`config.mk`:
```
export PLATFORM = sky130hd
export DESIGN_NAME = riscv_inst_unpack_pipe_flat
export DESIGN_NICKNAME = d
export VERILOG_FILES = /design/src/rtl/riscv_inst_unpack_pipe_if.sv /design/src/rtl/riscv_inst_unpack_pipe.sv /design/src/flat_wrapper.sv
export SDC_FILE = /design/constraint.sdc
export NUM_CORES = 1
export LEC_CHECK = 0
export BUFFER_PORTS_ARGS = -buffer_cell sky130_fd_sc_hd__buf_4
export CAP_MARGIN = 10
export CORE_UTILIZATION = 58
export CTS_BUF_LIST = sky130_fd_sc_hd__clkbuf_4 sky130_fd_sc_hd__clkbuf_8
export CTS_CLUSTER_DIAMETER = 150
export CTS_CLUSTER_SIZE = 25
export DETAILED_ROUTE_END_ITERATION = 10
export PLACE_DENSITY = 0.79
export SLEW_MARGIN = 20
export SYNTH_ARGS = -nofsm -noshare
export SYNTH_HDL_FRONTEND = slang
export SYNTH_SLANG_ARGS = --single-unit
```
`constraint.sdc`:
```
create_clock -name clk -period 2 [get_ports clk]
set_input_delay 0.3 -clock clk [delete_from_list [all_inputs] [get_ports clk]]
set_output_delay 0.3 -clock clk [all_outputs]
set_load 0.02 [all_outputs]
```
`src/rtl/riscv_inst_unpack_pipe_if.sv`:
```
// Val/rdy bus for the instruction unpacker: packed instruction in, decoded fields out.
interface riscv_inst_unpack_pipe_if;

  localparam int unsigned inst_w   = 32;
  localparam int unsigned opcode_w = 7;
  localparam int unsigned reg_w    = 5;
  localparam int unsigned funct3_w = 3;
  localparam int unsigned funct7_w = 7;
  localparam int unsigned fmt_w    = 3;

  // input channel
  logic [inst_w-1:0]   in_msg;
  logic                in_val;
  logic                in_rdy;

  // output channel
  logic                out_val;
  logic                out_rdy;
  logic [opcode_w-1:0] out_opcode;
  logic [reg_w-1:0]    out_rd;
  logic [funct3_w-1:0] out_funct3;
  logic [reg_w-1:0]    out_rs1;
  logic [reg_w-1:0]    out_rs2;
  logic [funct7_w-1:0] out_funct7;
  logic [fmt_w-1:0]    out_fmt;
  logic [inst_w-1:0]   out_imm;
  logic                out_illegal;

  // unpacker side
  modport slave (
    input  in_msg, in_val, out_rdy,
    output in_rdy, out_val, out_opcode, out_rd, out_funct3, out_rs1, out_rs2,
           out_funct7, out_fmt, out_imm, out_illegal
  );

  // producer/consumer side
  modport master (
    output in_msg, in_val, out_rdy,
    input  in_rdy, out_val, out_opcode, out_rd, out_funct3, out_rs1, out_rs2,
           out_funct7, out_fmt, out_imm, out_illegal
  );

endinterface

```
`src/rtl/riscv_inst_unpack_pipe.sv`:
```
// Pipelined RISC-V instruction unpacker: format classification, field extraction
// and immediate reassembly behind a two-entry (main + skid) output buffer.
module riscv_inst_unpack_pipe #(
  parameter int unsigned p_cnt_w = 8
) (
  input  logic                        clk,
  input  logic                        reset,
  riscv_inst_unpack_pipe_if.slave     bus,
  output logic [p_cnt_w-1:0]          illegal_cnt
);

  localparam int unsigned inst_w = 32;
  localparam int unsigned fmt_w  = 3;

  localparam logic [fmt_w-1:0] fmt_r   = 3'd0;
  localparam logic [fmt_w-1:0] fmt_i   = 3'd1;
  localparam logic [fmt_w-1:0] fmt_s   = 3'd2;
  localparam logic [fmt_w-1:0] fmt_sb  = 3'd3;
  localparam logic [fmt_w-1:0] fmt_u   = 3'd4;
  localparam logic [fmt_w-1:0] fmt_uj  = 3'd5;
  localparam logic [fmt_w-1:0] fmt_ill = 3'd7;

  localparam logic [6:0] op_op     = 7'b0110011;
  localparam logic [6:0] op_op_imm = 7'b0010011;
  localparam logic [6:0] op_load   = 7'b0000011;
  localparam logic [6:0] op_jalr   = 7'b1100111;
  localparam logic [6:0] op_store  = 7'b0100011;
  localparam logic [6:0] op_branch = 7'b1100011;
  localparam logic [6:0] op_lui    = 7'b0110111;
  localparam logic [6:0] op_auipc  = 7'b0010111;
  localparam logic [6:0] op_jal    = 7'b1101111;

  typedef struct packed {
    logic [6:0]        opcode;
    logic [4:0]        rd;
    logic [2:0]        funct3;
    logic [4:0]        rs1;
    logic [4:0]        rs2;
    logic [6:0]        funct7;
    logic [fmt_w-1:0]  fmt;
    logic [inst_w-1:0] imm;
    logic              illegal;
  } bundle_t;

  typedef enum logic [1:0] {
    st_empty = 2'd0,
    st_one   = 2'd1,
    st_two   = 2'd2
  } state_t;

  state_t            state;
  state_t            next_state;
  bundle_t           dec;
  bundle_t           m_reg;
  bundle_t           k_reg;
  logic              out_val_q;
  logic              in_rdy_q;
  logic              in_xfer;
  logic              out_xfer;
  logic              ld_m_in;
  logic              ld_m_k;
  logic              ld_k;
  logic [p_cnt_w-1:0] cnt_q;

  logic [inst_w-1:0] inst;
  logic [inst_w-1:0] imm_i;
  logic [inst_w-1:0] imm_s;
  logic [inst_w-1:0] imm_sb;
  logic [inst_w-1:0] imm_u;
  logic [inst_w-1:0] imm_uj;

  assign inst     = bus.in_msg;
  assign in_xfer  = bus.in_val & in_rdy_q;
  assign out_xfer = out_val_q & bus.out_rdy;

  // Candidate immediates for every format; sign always comes from inst[31]
  assign imm_i  = {{20{inst[31]}}, inst[31:20]};
  assign imm_s  = {{20{inst[31]}}, inst[31:25], inst[11:7]};
  assign imm_sb = {{19{inst[31]}}, inst[31], inst[7], inst[30:25], inst[11:8], 1'b0};
  assign imm_u  = {inst[31:12], 12'b0};
  assign imm_uj = {{11{inst[31]}}, inst[31], inst[19:12], inst[20], inst[30:21], 1'b0};

  // Decode the incoming instruction into a bundle; raw fields pass through unconditionally
  always_comb begin
    dec         = '0;
    dec.opcode  = inst[6:0];
    dec.rd      = inst[11:7];
    dec.funct3  = inst[14:12];
    dec.rs1     = inst[19:15];
    dec.rs2     = inst[24:20];
    dec.funct7  = inst[31:25];
    dec.fmt     = fmt_ill;
    dec.imm     = '0;
    dec.illegal = 1'b0;
    case (inst[6:0])
      op_op: begin
        dec.fmt = fmt_r;
      end
      op_op_imm, op_load, op_jalr: begin
        dec.fmt = fmt_i;
        dec.imm = imm_i;
      end
      op_store: begin
        dec.fmt = fmt_s;
        dec.imm = imm_s;
      end
      op_branch: begin
        dec.fmt = fmt_sb;
        dec.imm = imm_sb;
      end
      op_lui, op_auipc: begin
        dec.fmt = fmt_u;
        dec.imm = imm_u;
      end
      op_jal: begin
        dec.fmt = fmt_uj;
        dec.imm = imm_uj;
      end
      default: begin
        dec.fmt     = fmt_ill;
        dec.illegal = 1'b1;
      end
    endcase
  end

  // Buffer occupancy: next state and which register loads this cycle
  always_comb begin
    next_state = state;
    ld_m_in    = 1'b0;
    ld_m_k     = 1'b0;
    ld_k       = 1'b0;
    case (state)
      st_empty: begin
        if (in_xfer) begin
          next_state = st_one;
          ld_m_in    = 1'b1;
        end
      end
      st_one: begin
        if (in_xfer && out_xfer) begin
          ld_m_in = 1'b1;
        end else if (in_xfer) begin
          next_state = st_two;
          ld_k       = 1'b1;
        end else if (out_xfer) begin
          next_state = st_empty;
        end
      end
      st_two: begin
        if (out_xfer) begin
          next_state = st_one;
          ld_m_k     = 1'b1;
        end
      end
      default: begin
        next_state = st_empty;
      end
    endcase
  end

  // State plus registered handshake outputs derived from the next occupancy
  always_ff @(posedge clk) begin
    if (reset) begin
      state     <= st_empty;
      out_val_q <= 1'b0;
      in_rdy_q  <= 1'b1;
    end else begin
      state     <= next_state;
      out_val_q <= (next_state != st_empty);
      in_rdy_q  <= (next_state != st_two);
    end
  end

  // Main output register: fresh bundle, or promotion from the skid register
  always_ff @(posedge clk) begin
    if (reset) begin
      m_reg <= '0;
    end else if (ld_m_in) begin
      m_reg <= dec;
    end else if (ld_m_k) begin
      m_reg <= k_reg;
    end
  end

  // Skid register: catches the bundle accepted while the output is stalled
  always_ff @(posedge clk) begin
    if (reset) begin
      k_reg <= '0;
    end else if (ld_k) begin
      k_reg <= dec;
    end
  end

  // Saturating count of accepted illegal instructions
  always_ff @(posedge clk) begin
    if (reset) begin
      cnt_q <= '0;
    end else if (in_xfer && dec.illegal && (cnt_q != {p_cnt_w{1'b1}})) begin
      cnt_q <= cnt_q + p_cnt_w'(1);
    end
  end

  assign bus.in_rdy      = in_rdy_q;
  assign bus.out_val     = out_val_q;
  assign bus.out_opcode  = m_reg.opcode;
  assign bus.out_rd      = m_reg.rd;
  assign bus.out_funct3  = m_reg.funct3;
  assign bus.out_rs1     = m_reg.rs1;
  assign bus.out_rs2     = m_reg.rs2;
  assign bus.out_funct7  = m_reg.funct7;
  assign bus.out_fmt     = m_reg.fmt;
  assign bus.out_imm     = m_reg.imm;
  assign bus.out_illegal = m_reg.illegal;
  assign illegal_cnt     = cnt_q;

endmodule
```
`src/flat_wrapper.sv`:
```
// flat-port wrapper written by rule: the top's interface ports become plain ports
module riscv_inst_unpack_pipe_flat 
#(
  parameter int unsigned p_cnt_w = 8
)
  (clk, reset, illegal_cnt, bus_in_msg, bus_in_val, bus_out_rdy, bus_in_rdy, bus_out_val, bus_out_opcode, bus_out_rd, bus_out_funct3, bus_out_rs1, bus_out_rs2, bus_out_funct7, bus_out_fmt, bus_out_imm, bus_out_illegal);
  riscv_inst_unpack_pipe_if bus_i ();
  input  logic clk;
  input  logic reset;
  output logic [p_cnt_w-1:0] illegal_cnt;
  input wire logic [$bits(bus_i.in_msg)-1:0] bus_in_msg;
  input wire logic [$bits(bus_i.in_val)-1:0] bus_in_val;
  input wire logic [$bits(bus_i.out_rdy)-1:0] bus_out_rdy;
  output wire logic [$bits(bus_i.in_rdy)-1:0] bus_in_rdy;
  output wire logic [$bits(bus_i.out_val)-1:0] bus_out_val;
  output wire logic [$bits(bus_i.out_opcode)-1:0] bus_out_opcode;
  output wire logic [$bits(bus_i.out_rd)-1:0] bus_out_rd;
  output wire logic [$bits(bus_i.out_funct3)-1:0] bus_out_funct3;
  output wire logic [$bits(bus_i.out_rs1)-1:0] bus_out_rs1;
  output wire logic [$bits(bus_i.out_rs2)-1:0] bus_out_rs2;
  output wire logic [$bits(bus_i.out_funct7)-1:0] bus_out_funct7;
  output wire logic [$bits(bus_i.out_fmt)-1:0] bus_out_fmt;
  output wire logic [$bits(bus_i.out_imm)-1:0] bus_out_imm;
  output wire logic [$bits(bus_i.out_illegal)-1:0] bus_out_illegal;
  assign bus_i.in_msg = bus_in_msg;
  assign bus_i.in_val = bus_in_val;
  assign bus_i.out_rdy = bus_out_rdy;
  assign bus_in_rdy = bus_i.in_rdy;
  assign bus_out_val = bus_i.out_val;
  assign bus_out_opcode = bus_i.out_opcode;
  assign bus_out_rd = bus_i.out_rd;
  assign bus_out_funct3 = bus_i.out_funct3;
  assign bus_out_rs1 = bus_i.out_rs1;
  assign bus_out_rs2 = bus_i.out_rs2;
  assign bus_out_funct7 = bus_i.out_funct7;
  assign bus_out_fmt = bus_i.out_fmt;
  assign bus_out_imm = bus_i.out_imm;
  assign bus_out_illegal = bus_i.out_illegal;
  riscv_inst_unpack_pipe #(.p_cnt_w(p_cnt_w)) u_core (.clk(clk), .reset(reset), .bus(bus_i), .illegal_cnt(illegal_cnt));
endmodule
```
; ---- Yosys cells after proc, flatten, opt, wreduce, memory -nomap -nowiden
; Cells that the tools add are included.
; Widths: inputs -> output; s select.
[op_classes]
shifts = 0
mul = 0
eq_ne = 13
bitwise = 2
reduce_logical = 9
n_addsub = 1
mux = 18
n_div = 0
n_lt_le_gt_ge = 0
[ops]
columns = op, n
row1 = $pmux 32 s5, 1
row2 = $mux 68, 2
row3 = $eq 7x6->1 const B, 3
row4 = $eq 7x7->1 const B, 3
row5 = $pmux 3 s6, 1
row6 = $eq 7x5->1 const B, 2
row7 = $mux 2, 5
row8 = $reduce_or 9->1, 1
row9 = $add 8x1->8 const B, 1
row10 = $ne 8x8->1 const B, 1
row11 = $eq 7x2->1 const B, 1
row12 = $mux 1, 7
row13 = $pmux 2 s3, 1
row14 = $reduce_bool 2->1, 2
row15 = $logic_and 1x1->1, 3
row16 = $reduce_or 3->1, 1
row17 = $and 1x1->1, 2
row18 = $eq 2x1->1 const B, 1
row19 = $eq 2x2->1 const B, 1
row20 = $logic_not 2->1, 1
row21 = $ne 2x2->1 const B, 1
row22 = $pmux 1 s2, 1
row23 = $reduce_or 2->1, 1
[word_totals]
out_inout_bits = 78
input_bits = 36
ff_bits = 148
ram_bits = 0
mem_count = 0
latchBits = 0
rom_bits = 0

; ---- Depth between registers and ports, before layout
[logic_depth]
depth_word = 6
depth_mapped = 7
depth_no_buf = 5

; ---- Worst setup path before layout
; OpenSTA, ideal clock, no wires.
[synth_timing]
kind = flip-flop to flip-flop
startpoint = register u_core.cnt_q[0], in the netlist u_core.illegal_cnt[0]
endpoint = register u_core.cnt_q[7], in the netlist u_core.illegal_cnt[7]
t_arrival_ps = 1825
stages_incl_launch_ff = 6
synth_period_minus_slack_ps = 1946
setup_slack_ps = 54
t_required_ps = 1879
cell_sequence = dfxtp_1 > ha_1 > nand3_1 > or4b_2 > nor3_1 > mux2_2
[synth_between]
elab_chain_len = 2
word_cells_on_any_way = 3
classes_between = 1 x add/sub / 1 x eq/ne / 1 x reduce/logical
[synth_lines]
columns = element, line
row1 = from (decl), riscv_inst_unpack_pipe.sv:63  ; logic [p_cnt_w-1:0] cnt_q;
row2 = from (signal assigned), riscv_inst_unpack_pipe.sv:199  ; cnt_q <= cnt_q + p_cnt_w'(1);
row3 = branches (longest 2 deep; another with $add 8x1->8), -
; Several ways; the timed one is not identified.
; A chain may end at the register's enable or synchronous reset.

; ---- Worst setup path in the final report
[layout_timing]
startpoint = register u_core.cnt_q[1], in the netlist u_core.illegal_cnt[1]
endpoint = register u_core.cnt_q[7], in the netlist u_core.illegal_cnt[7]
; Same word-level chain as after synthesis.

==> metrics.cfg <==
[clock_network]
cts_buffer_depth=2
cts_buffers=17
htreeDepth=4
clk_latency_ns=0.44
clock-sinks=148
root_buffer=clkbuf_8
postCtsSetupRepairBufs=0
tritoncts=done
cts.clk_slew.worst_paths_ns=0.08

[placed_design]
place_hpwl_mm=11.1
portBuffers=113
place.gp.congestion=0.812

[yosys]
ys_seq_area_frac=0.467
synth-xor-area-share=0
synth_edf_count=0
synth_flop_cell=dfxtp_1
synthesis.area_um2=6350
synthAdderAreaFrac=0.00197
yosys_warnings=0
synth_top_area_share=0.467
synth_top_cell_by_area=dfxtp_1
ys_ff_latch=148
synth_nets=768
synth_compound_area_frac=0.224
synth-simple-area-share=0.201
synth.area.mux_share=0.0645
syn_area_per_cell_um2=8.68
async_flop_share=0
synth_top_family_by_area=compound AO/OA/AOI/OAI gates
netlist_top_cells_area=dfxtp_1, nand2_1, a21oi_1
synth.distinct_cells=56
netlist_instances=731

[sta]
fin_worst_skew_ns=0.0112
fin_hold_ws_ns=0.122
max_freq_ghz=0.515
post-route-min-period_ns=1.94
setup_viol=0
rsz0062_at_grt=no
tightest_slew_ns=0.689
finalMaxSlewViolations=0
finalHoldViolations=0
slew_headroom=0.541
finalCritPeriodShare=0.971

[floorplan]
io_pins=114
rows=37
die_area_um2=11400
die_w_um=107
start_util=0.607
core_area_um2=10500
fp.dieH_um=107

[global_route]
grt_first_pass_wirelength_mm=27.1
overflow=0
grt_max_degree=82
grt_antenna_before_repair=0
grt_pass1_vias=5489
globalRouteTotalUtil=0.303

[pwr]
p_per_area_nw_per_um2=908
vdd_ir_drop_max_mv=0.527
p_leak_nw=3.01

[route]
drt-pass1-iter-count=5
routed_wl_mm=16.9
drtAntennaViolNets=0
drt_iter0_drc=430
route.detailed.drc=0
wl_per_cell_um=17.3
num_vias=5945
via_per_inst=6.10

[critical_path]
startpoint=u_core.illegal_cnt[1]$_SDFFE_PP0P_
r2r_start=u_core.illegal_cnt[1]$_SDFFE_PP0P_
worstSetupEndpointType=flip-flop
critical_path_class=reg -> reg
cp-start-kind=flip-flop
path_max_fanout=5
critPathRequiredTime_ns=2.33
arrival_ns=2.27

[layout]
fin_util=0.743
synthToLayoutAreaGrowth_pct=22.5
nNetsFinal=863
drive_above_1_share=0.269
largest_reg_flops=68
diodes=0

[worst_hold_path]
worstHoldStart=bus_in_msg[17]
hold_path_class=in -> reg

[outcome]
outcome=finished clean

[flow_run]
maxCapViolations=0

[synth_stat cells (all sizes together) (3+ instances only)]
cell,count
nor3,10
inv,4
a221oi,11
o21ai,31
and3,3
nand3b,3
buf,12
mux2,23
a31oi,18
a31o,6
nor2b,8
a211oi,16
a21oi,56
o31ai,3
nor4,7
nor2,66
clkbuf,49
a311oi,41
a22oi,7
nand3,14
dfxtp,148
nand2,149
mux2i,15
nand2b,5
[path summary, 6_finish.rpt]
kind | endpoint | slack, ns | cells past startpoint
min | u_core.k_reg[50]$_SDFFE_PP0P_ | 0.12 | 3
max reg2reg | u_core.illegal_cnt[7]$_SDFFE_PP0P_ | 0.06 | 5
max | u_core.illegal_cnt[7]$_SDFFE_PP0P_ | 0.06 | 5
min reg2reg | u_core.k_reg[55]$_SDFFE_PP0P_ | 0.46 | 2
[kinds of logic after synthesis]
| family | count (synthesis) |
|---|---|
| AO/OA/AOI/OAI | 198 |
| buffers and inverters | 65 |
| multiplexers | 38 |
| adder cells (fa/ha/maj) | 1 |
| flip-flops | 148 |
| AND/OR/NAND/NOR | 281 |
[critical path, cell delays in order, from the launching register on]
cell and delay (ns):
dfxtp_1 0.36, ha_1 0.25, nand3_1 0.14, or4b_2 0.61
nor3_2 0.14, mux2_2 0.35
[power by group]
part / leakage (nW) / total, mW / switching, mW / internal (mW)
Combinational: 1.61 / 1.43 / 0.846 / 0.583
Sequential: 1.21 / 3.38 / 0.166 / 3.21
Clock: 0.188 / 2.25 / 1.12 / 1.13
[layout by cell type (no fill, tap or decap), types with 5 or more instances in the layout]
cell type / count
buf_4: 132
a211oi_1: 16
nor3_1: 7
a221oi_1: 11
nand3_1: 13
dfxtp_1: 148
mux2_2: 23
a311oi_1: 32
a311oi_2: 9
o21ai_0: 29
buf_12: 5
a21oi_1: 55
a31o_2: 6
clkbuf_8: 17
mux2i_1: 15
a22oi_1: 7
a31oi_1: 18
nor2b_1: 8
nand2_1: 147
nor2_1: 64
nor4_1: 5
[metal layers]
layer,share of wire,wire length (um),GRT usage,vias to the layer above
met4,0.020,345,0.126,0
met1,0.41,6940,0.386,2853
met3,0.074,1250,0.0632,28
li1,-,-,-,2835
met2,0.50,8370,0.498,229
met5,0,0,0,-
[layout make-up]
class | count | area [um2]
Clock inverter | 13 | 136
Tap cell | 136 | 170
Multi-Input combinational cell | 518 | 3150
Sequential cell | 148 | 2960
Fill cell | 792 | 2690
Timing Repair Buffer | 137 | 1090
Clock buffer | 19 | 249
Inverter | 4 | 15.0
[stage by stage]
step | instances | power, mW | setup TNS, ns | cell area (um2) | worst slack, ns
global placement | 943 | 4.80 | 0 | 7390 | 0.0257
detailed placement | 943 | 4.86 | -0.0420 | 7390 | -0.0250
floorplan | 731 | 4.26 | 0 | 6350 | 0.0542
CTS | 975 | 7.07 | 0 | 7770 | 0.0132
finish | 975 | 7.06 | 0 | 7780 | 0.0577
global route | 975 | 7.37 | 0 | 7780 | 0.000565
[repair_timing]
action / in CTS / in global routing
hold endpoints to repair: 0 / 0
endpoints found under the setup margin: 0 / 1
gates resized for setup: 0 / 1
hold buffers: 0 / 0
(Power assumes the default switching activity.)
